==> config.mk <==
export PLATFORM = sky130hd
export DESIGN_NAME = imm_encoder_flat
export DESIGN_NICKNAME = d
export VERILOG_FILES = /design/src/rtl/rv_isa_pkg.sv /design/src/rtl/imm_encoder_if.sv /design/src/rtl/imm_scatter.sv /design/src/rtl/imm_encoder.sv /design/src/flat_wrapper.sv
export SDC_FILE = /design/constraint.sdc
export NUM_CORES = 1
export LEC_CHECK = 0
export ABC_AREA = 1
export CORE_MARGIN = 4
export CORE_UTILIZATION = 45
export CTS_BUF_LIST = sky130_fd_sc_hd__clkbuf_2 sky130_fd_sc_hd__clkbuf_4 sky130_fd_sc_hd__clkbuf_8
export CTS_CLUSTER_SIZE = 8
export DETAILED_ROUTE_END_ITERATION = 12
export PLACE_DENSITY = 0.79
export SETUP_SLACK_MARGIN = 0.05
export SYNTH_ARGS = -nofsm -noshare
export SYNTH_HDL_FRONTEND = slang
export SYNTH_SLANG_ARGS = --single-unit
==> constraint.sdc <==
create_clock -name clk -period 1.8 [get_ports clk]
set_input_delay 0.18 -clock clk [delete_from_list [all_inputs] [get_ports clk]]
set_output_delay 0.18 -clock clk [all_outputs]
set_load 0.02 [all_outputs]
==> src/rtl/rv_isa_pkg.sv <==
// RV32I immediate-format codes and opcodes shared by the
// decode sign-extension stage and the immediate encoder.
package rv_isa_pkg;

   localparam logic [2:0] FMT_I  = 3'b000;
   localparam logic [2:0] FMT_S  = 3'b001;
   localparam logic [2:0] FMT_B  = 3'b010;
   localparam logic [2:0] FMT_U  = 3'b011;
   localparam logic [2:0] FMT_J  = 3'b100;
   localparam logic [2:0] FMT_LI = 3'b101;

   localparam logic [6:0] OPC_LUI   = 7'b0110111;
   localparam logic [6:0] OPC_OPIMM = 7'b0010011;

   typedef enum logic [1:0] {
      ST_IDLE,
      ST_LI_HI,
      ST_LI_LO
   } li_state_e;

   function automatic logic fits_s12(input logic [31:0] v);
      return (&v[31:11]) | ~(|v[31:11]);
   endfunction

endpackage

==> src/rtl/imm_encoder_if.sv <==
// Request/beat handshake bundle of the immediate encoder.
// master is the requester/consumer side, slave the encoder.
interface imm_encoder_if;

   logic        in_valid;
   logic        in_ready;
   logic [2:0]  in_format;
   logic [31:0] in_imm;
   logic [31:0] in_instr;
   logic        out_valid;
   logic        out_ready;
   logic [31:0] out_instr;
   logic        out_err;
   logic        out_last;

   modport master (
      output in_valid, in_format, in_imm, in_instr, out_ready,
      input  in_ready, out_valid, out_instr, out_err, out_last
   );

   modport slave (
      input  in_valid, in_format, in_imm, in_instr, out_ready,
      output in_ready, out_valid, out_instr, out_err, out_last
   );

endinterface

==> src/rtl/imm_scatter.sv <==
// Scatters an immediate into the I/S/B/U/J fields of a template
// word and flags values the format cannot represent.
module imm_scatter
   import rv_isa_pkg::*;
(
   input  logic [2:0]  fmt,
   input  logic [31:0] imm,
   input  logic [31:0] tmpl,
   output logic [31:0] instr,
   output logic        err
);

   logic eq11;
   logic eq12;
   logic eq20;

   assign eq11 = fits_s12(imm);
   assign eq12 = (&imm[31:12]) | ~(|imm[31:12]);
   assign eq20 = (&imm[31:20]) | ~(|imm[31:20]);

   always_comb begin
      instr = tmpl;
      err   = 1'b0;
      unique case (1'b1)
         fmt == FMT_I: begin
            instr[31:20] = imm[11:0];
            err          = ~eq11;
         end
         fmt == FMT_S: begin
            instr[31:25] = imm[11:5];
            instr[11:7]  = imm[4:0];
            err          = ~eq11;
         end
         fmt == FMT_B: begin
            instr[31]    = imm[12];
            instr[30:25] = imm[10:5];
            instr[11:8]  = imm[4:1];
            instr[7]     = imm[11];
            err          = ~eq12 | imm[0];
         end
         fmt == FMT_U: begin
            instr[31:12] = imm[31:12];
            err          = |imm[11:0];
         end
         fmt == FMT_J: begin
            instr[31]    = imm[20];
            instr[30:21] = imm[10:1];
            instr[20]    = imm[11];
            instr[19:12] = imm[19:12];
            err          = ~eq20 | imm[0];
         end
         // LI is expanded by the caller; pass the template through
         fmt == FMT_LI: begin
            instr = tmpl;
            err   = 1'b0;
         end
         default: begin
            instr = tmpl;
            err   = 1'b1;
         end
      endcase
   end

endmodule

==> src/rtl/imm_encoder.sv <==
// Immediate encoder: registered output beat, valid/ready on both
// sides, and a small FSM that splits LI into LUI + ADDI.
module imm_encoder
   import rv_isa_pkg::*;
(
   input  logic          clk,
   input  logic          rst,
   imm_encoder_if.slave  bus
);

   li_state_e   state, state_n;
   logic        valid_q, valid_n;
   logic [31:0] instr_q, instr_n;
   logic        err_q, err_n;
   logic        last_q, last_n;
   logic [4:0]  rd_q;
   logic [11:0] lo_q;

   logic [31:0] sc_instr;
   logic        sc_err;
   logic        accept;
   logic [4:0]  rd;
   logic [19:0] hi;
   logic        is_li;

   imm_scatter u_scatter (
      .fmt   (bus.in_format),
      .imm   (bus.in_imm),
      .tmpl  (bus.in_instr),
      .instr (sc_instr),
      .err   (sc_err)
   );

   assign bus.in_ready = ~rst & (state == ST_IDLE)
                       & (~valid_q | bus.out_ready);
   assign accept = bus.in_valid & bus.in_ready;
   assign rd     = bus.in_instr[11:7];
   assign is_li  = bus.in_format == FMT_LI;
   // rounding: ADDI sign-extends lo, so bump hi when imm[11] is set
   assign hi     = bus.in_imm[31:12] + {19'd0, bus.in_imm[11]};

   always_comb begin
      state_n = state;
      valid_n = valid_q;
      instr_n = instr_q;
      err_n   = err_q;
      last_n  = last_q;
      if (valid_q && bus.out_ready) valid_n = 1'b0;
      unique case (state)
         ST_IDLE: begin
            if (accept) begin
               valid_n = 1'b1;
               if (!is_li) begin
                  instr_n = sc_instr;
                  err_n   = sc_err;
                  last_n  = 1'b1;
               end else if (fits_s12(bus.in_imm)) begin
                  instr_n = {bus.in_imm[11:0], 5'd0, 3'b000,
                             rd, OPC_OPIMM};
                  err_n   = 1'b0;
                  last_n  = 1'b1;
               end else begin
                  instr_n = {hi, rd, OPC_LUI};
                  err_n   = 1'b0;
                  last_n  = 1'b0;
                  state_n = ST_LI_HI;
               end
            end
         end
         ST_LI_HI: begin
            if (bus.out_ready) begin
               valid_n = 1'b1;
               instr_n = {lo_q, rd_q, 3'b000, rd_q, OPC_OPIMM};
               err_n   = 1'b0;
               last_n  = 1'b1;
               state_n = ST_LI_LO;
            end
         end
         ST_LI_LO: begin
            if (bus.out_ready) state_n = ST_IDLE;
         end
         default: state_n = ST_IDLE;
      endcase
   end

   always_ff @(posedge clk) begin
      if (rst) begin
         state   <= ST_IDLE;
         valid_q <= 1'b0;
         instr_q <= 32'd0;
         err_q   <= 1'b0;
         last_q  <= 1'b0;
         rd_q    <= 5'd0;
         lo_q    <= 12'd0;
      end else begin
         state   <= state_n;
         valid_q <= valid_n;
         instr_q <= instr_n;
         err_q   <= err_n;
         last_q  <= last_n;
         if (accept) begin
            rd_q <= rd;
            lo_q <= bus.in_imm[11:0];
         end
      end
   end

   assign bus.out_valid = valid_q;
   assign bus.out_instr = instr_q;
   assign bus.out_err   = err_q;
   assign bus.out_last  = last_q;

endmodule

==> src/flat_wrapper.sv <==
// flat-port wrapper written by rule: the top's interface ports become plain ports
module imm_encoder_flat import rv_isa_pkg::*;
  (clk, rst, bus_in_valid, bus_in_format, bus_in_imm, bus_in_instr, bus_out_ready, bus_in_ready, bus_out_valid, bus_out_instr, bus_out_err, bus_out_last);
  imm_encoder_if bus_i ();
  input  logic clk;
  input  logic rst;
  input wire logic [$bits(bus_i.in_valid)-1:0] bus_in_valid;
  input wire logic [$bits(bus_i.in_format)-1:0] bus_in_format;
  input wire logic [$bits(bus_i.in_imm)-1:0] bus_in_imm;
  input wire logic [$bits(bus_i.in_instr)-1:0] bus_in_instr;
  input wire logic [$bits(bus_i.out_ready)-1:0] bus_out_ready;
  output wire logic [$bits(bus_i.in_ready)-1:0] bus_in_ready;
  output wire logic [$bits(bus_i.out_valid)-1:0] bus_out_valid;
  output wire logic [$bits(bus_i.out_instr)-1:0] bus_out_instr;
  output wire logic [$bits(bus_i.out_err)-1:0] bus_out_err;
  output wire logic [$bits(bus_i.out_last)-1:0] bus_out_last;
  assign bus_i.in_valid = bus_in_valid;
  assign bus_i.in_format = bus_in_format;
  assign bus_i.in_imm = bus_in_imm;
  assign bus_i.in_instr = bus_in_instr;
  assign bus_i.out_ready = bus_out_ready;
  assign bus_in_ready = bus_i.in_ready;
  assign bus_out_valid = bus_i.out_valid;
  assign bus_out_instr = bus_i.out_instr;
  assign bus_out_err = bus_i.out_err;
  assign bus_out_last = bus_i.out_last;
  imm_encoder u_core (.clk(clk), .rst(rst), .bus(bus_i));
endmodule
==> results.md <==
* Die H at 100.4 um
* ANT nets after route at 0
* Synth Instances at 601
* Synthesized Nets at 675
* Crit-path slowest cell: clkdlybuf4s50_1
* First-pass GRT wire length at 23.68 mm
* Die width at 100.4 um
* RSZ-0062 raised after global routing: yes
* Drt via density at 5.351
* Final slew viol count at 0
* Synth warn at 0
* Post-DP HPWL at 11.76 mm
* Top post-synthesis cells by area: dfxtp_1 28%, nand2_1 15%, nor2_1 6.6%
* R2R Setup Slk at 190 ps
* Area leader, netlist: dfxtp_1
* Reg2reg start: u_core.state[0]$_SDFFE_PP0P_
* CP cell instances: clkdlybuf4s50_1, buf_4, nor2_1, nand2_1, inv_1, nand4_1, nand2_4, nand2_4, nand2_1, nand2_1, nand2_1, nand2_1, a21oi_2
* R2R cell count at 7
* Count of input and output buffers at 106
* CTS buffer count at 5
* CP endpoint: u_core.bus.out_instr[28]$_SDFFE_PP0P_
* Area after DPL at 5660 um2
* Required time of the critical path at 2070 ps
* Drt drc at 0
* Drt total wl at 14.68 mm
* Final net count at 862
* Fin cells at 894
* HP Class: in -> reg
* Pwr Density at 540.9 nW/um2
* Outcome: finished clean
* Highest net fanout along the worst path at 6
* Cell mode on critical path: nand2_1
* I/O pins at 107
* GR Overflow Total at 0
* Number of DRC markers in iteration 0 at 263
* CP endpoint kind: flop
* Max VDD drop at 0.4184 mV
* Core Area at 8258 um2
* Clk sinks at 54
* Placed Cells at 884
* Yosys reg bits at 54
* Vias at 4784
* Max Clk Rate at 0.5956 GHz
* Reg-to-reg endpoint: u_core.state[0]$_SDFFE_PP0P_
* Total track usage at 0.2935
* Final setup violation count at 0
* DIE AREA at 10070 um2
* Most frequent cells in the layout: 150 x nand2_1, 93 x buf_4, 88 x clkdlybuf4s50_1
* Crit path kind: in -> reg
* Worst setup margin at 121.0 ps
* H-Tree Level Count at 2
* GP Congestion at 1.007
* Sequential area share after synthesis at 0.2816
* Clock Pin Slew Worst Setup and Hold Paths at 110 ps
* Worst Hold Slack at 404.7 ps
* Fillcell total at 736
* Starting density of the core at 0.4648
* Power Total at 3.155 mW
* Number of diodes at 0
* Worst setup SP type: input port
* Max Root-Sink Buffers at 2
* Skew final at 9.166 ps
* DR pass1 iterations at 4
* Slowest stage delay, CP at 440 ps
* Slew @ Worst Pin at 325.3 ps
* CTS tree: built
* FP Rows at 33
* Share of layout cells above drive strength 1 at 0.2091
* Number of hold violations in the final report at 0
* Vias in the first global route at 4734
* CP Data Arrival Time at 1950 ps
* Mapped Avg Cell Area at 6.387 um2
* Clock Latency Late Sink at 320 ps
* Hold-fix buffers, CTS at 0
* Area Growth Syn to Fin at 51.92%
* Commonest non-fill, non-tap cell in the layout: nand2_1
* Leakage Power at 2.815 nW
* Post-synth top area share at 0.2816
* Post-route design area at 5832 um2
* Crit path launch: bus_in_imm[29]
* Syn Std Cell Area at 3839 um2
* Tmin final at 1679 ps
* Yosys cell types at 44
* Max cap viols at 0
* Antenna violations before repair at 0
* Crit share post-route at 0.9328
* Largest net degree at the start of global routing at 41
* Dpl ws at -455.5 ps
* DR WL/cell at 16.42 um
* CTS root buf: clkbuf_8
* Relative slew margins at 0.7831
## synth_stat cells, drive strengths merged
master and count:
o21ai 63, nor3 11, nand3 49, o221ai 1, o211ai 9, xnor2 3
nand3b 3, nor4 2, or2 10, ha 3, nor2 77, nand2 163
xor2 10, clkbuf 9, buf 15, a21oi 40, a32oi 1, o22ai 4
nand4 10, a22oi 1, inv 60, a31oi 2, dfxtp 54, o2111ai 1
## final cells by class
class / instances / area, um2 / share of cell area
clock inverters: 3 / 28.78 / 0.004935
flip-flops and latches: 54 / 1082 / 0.1856
multi-input cells: 463 / 2384 / 0.4087
inverters: 60 / 242.7 / 0.04162
repair buffers: 204 / 1894 / 0.3248
clock buffers: 5 / 68.82 / 0.01180
well taps: 105 / 131.4 / 0.02253
## stage by stage
stage	setup TNS (ps)	utilization
3_3_place_gp	-7945	0.6855
6_report	0	0.7062
4_1_cts	0	0.6992
2_1_floorplan	0	-
3_5_place_dp	-8872	0.6855
5_1_grt	0	0.7062
## how the worst min path moves through the flow
stage / cells past startpoint / end / startpoint
2_1_floorplan: 1 / u_core.bus.out_instr[12]$_SDFFE_PP0P_ / rst
3_3_place_gp: 2 / u_core.lo_q[5]$_SDFFE_PP0P_ / u_core.lo_q[5]$_SDFFE_PP0P_
3_5_place_dp: 2 / u_core.lo_q[7]$_SDFFE_PP0P_ / u_core.lo_q[7]$_SDFFE_PP0P_
4_1_cts: 3 / u_core.bus.out_instr[3]$_SDFFE_PP0P_ / bus_in_instr[3]
5_1_grt: 3 / u_core.bus.out_instr[3]$_SDFFE_PP0P_ / bus_in_instr[3]
6_report: 3 / u_core.bus.out_instr[3]$_SDFFE_PP0P_ / bus_in_instr[3]
## worst max-delay path, delay by kind of cell
family                 cells  cell delay (ps)
buffers and inverters      3              710
AO/OA/AOI/OAI              1              100
AND/OR/NAND/NOR            9              960
## logic make-up after synthesis
kind of cell             Yosys count  share of synthesized area
XOR/XNOR                          13                    0.02966
buffers and inverters             84                     0.1033
flip-flops                        54                     0.2816
AND/OR/NAND/NOR                  325                     0.4012
adder cells (fa/ha/maj)            3                   0.009779
AO/OA/AOI/OAI                    122                     0.1744
## flip-flops by register name, indices dropped and copies added, names as in the netlist
name / cells
u_core.bus.out_instr: 32
u_core.lo_q: 12
u_core.rd_q: 5
u_core.state: 2
u_core.bus.out_err: 1
u_core.bus.out_last: 1
u_core.bus.out_valid: 1
## timing repair
action,4_1_cts,5_1_grt
endpoints found under the hold margin,0,0
endpoints found under the setup margin,20,20
gates resized for setup,6,22
pin swaps,2,2
setup buffers,2,0
## routing by layer
layer	GRT usage	wire (um)	vias to the layer above
met5	0	0	-
met4	0.08497	414	0
met3	0.04587	1052	33
met2	0.4995	7007	200
met1	0.3829	6204	2200
li1	-	-	2351
## report_power, final
part,switching [mW],internal [mW]
clock,0.459,0.290
sequential,0.0449,1.28
combinational,0.562,0.518
total,1.07,2.09
Power figures use the tool's default switching activity.
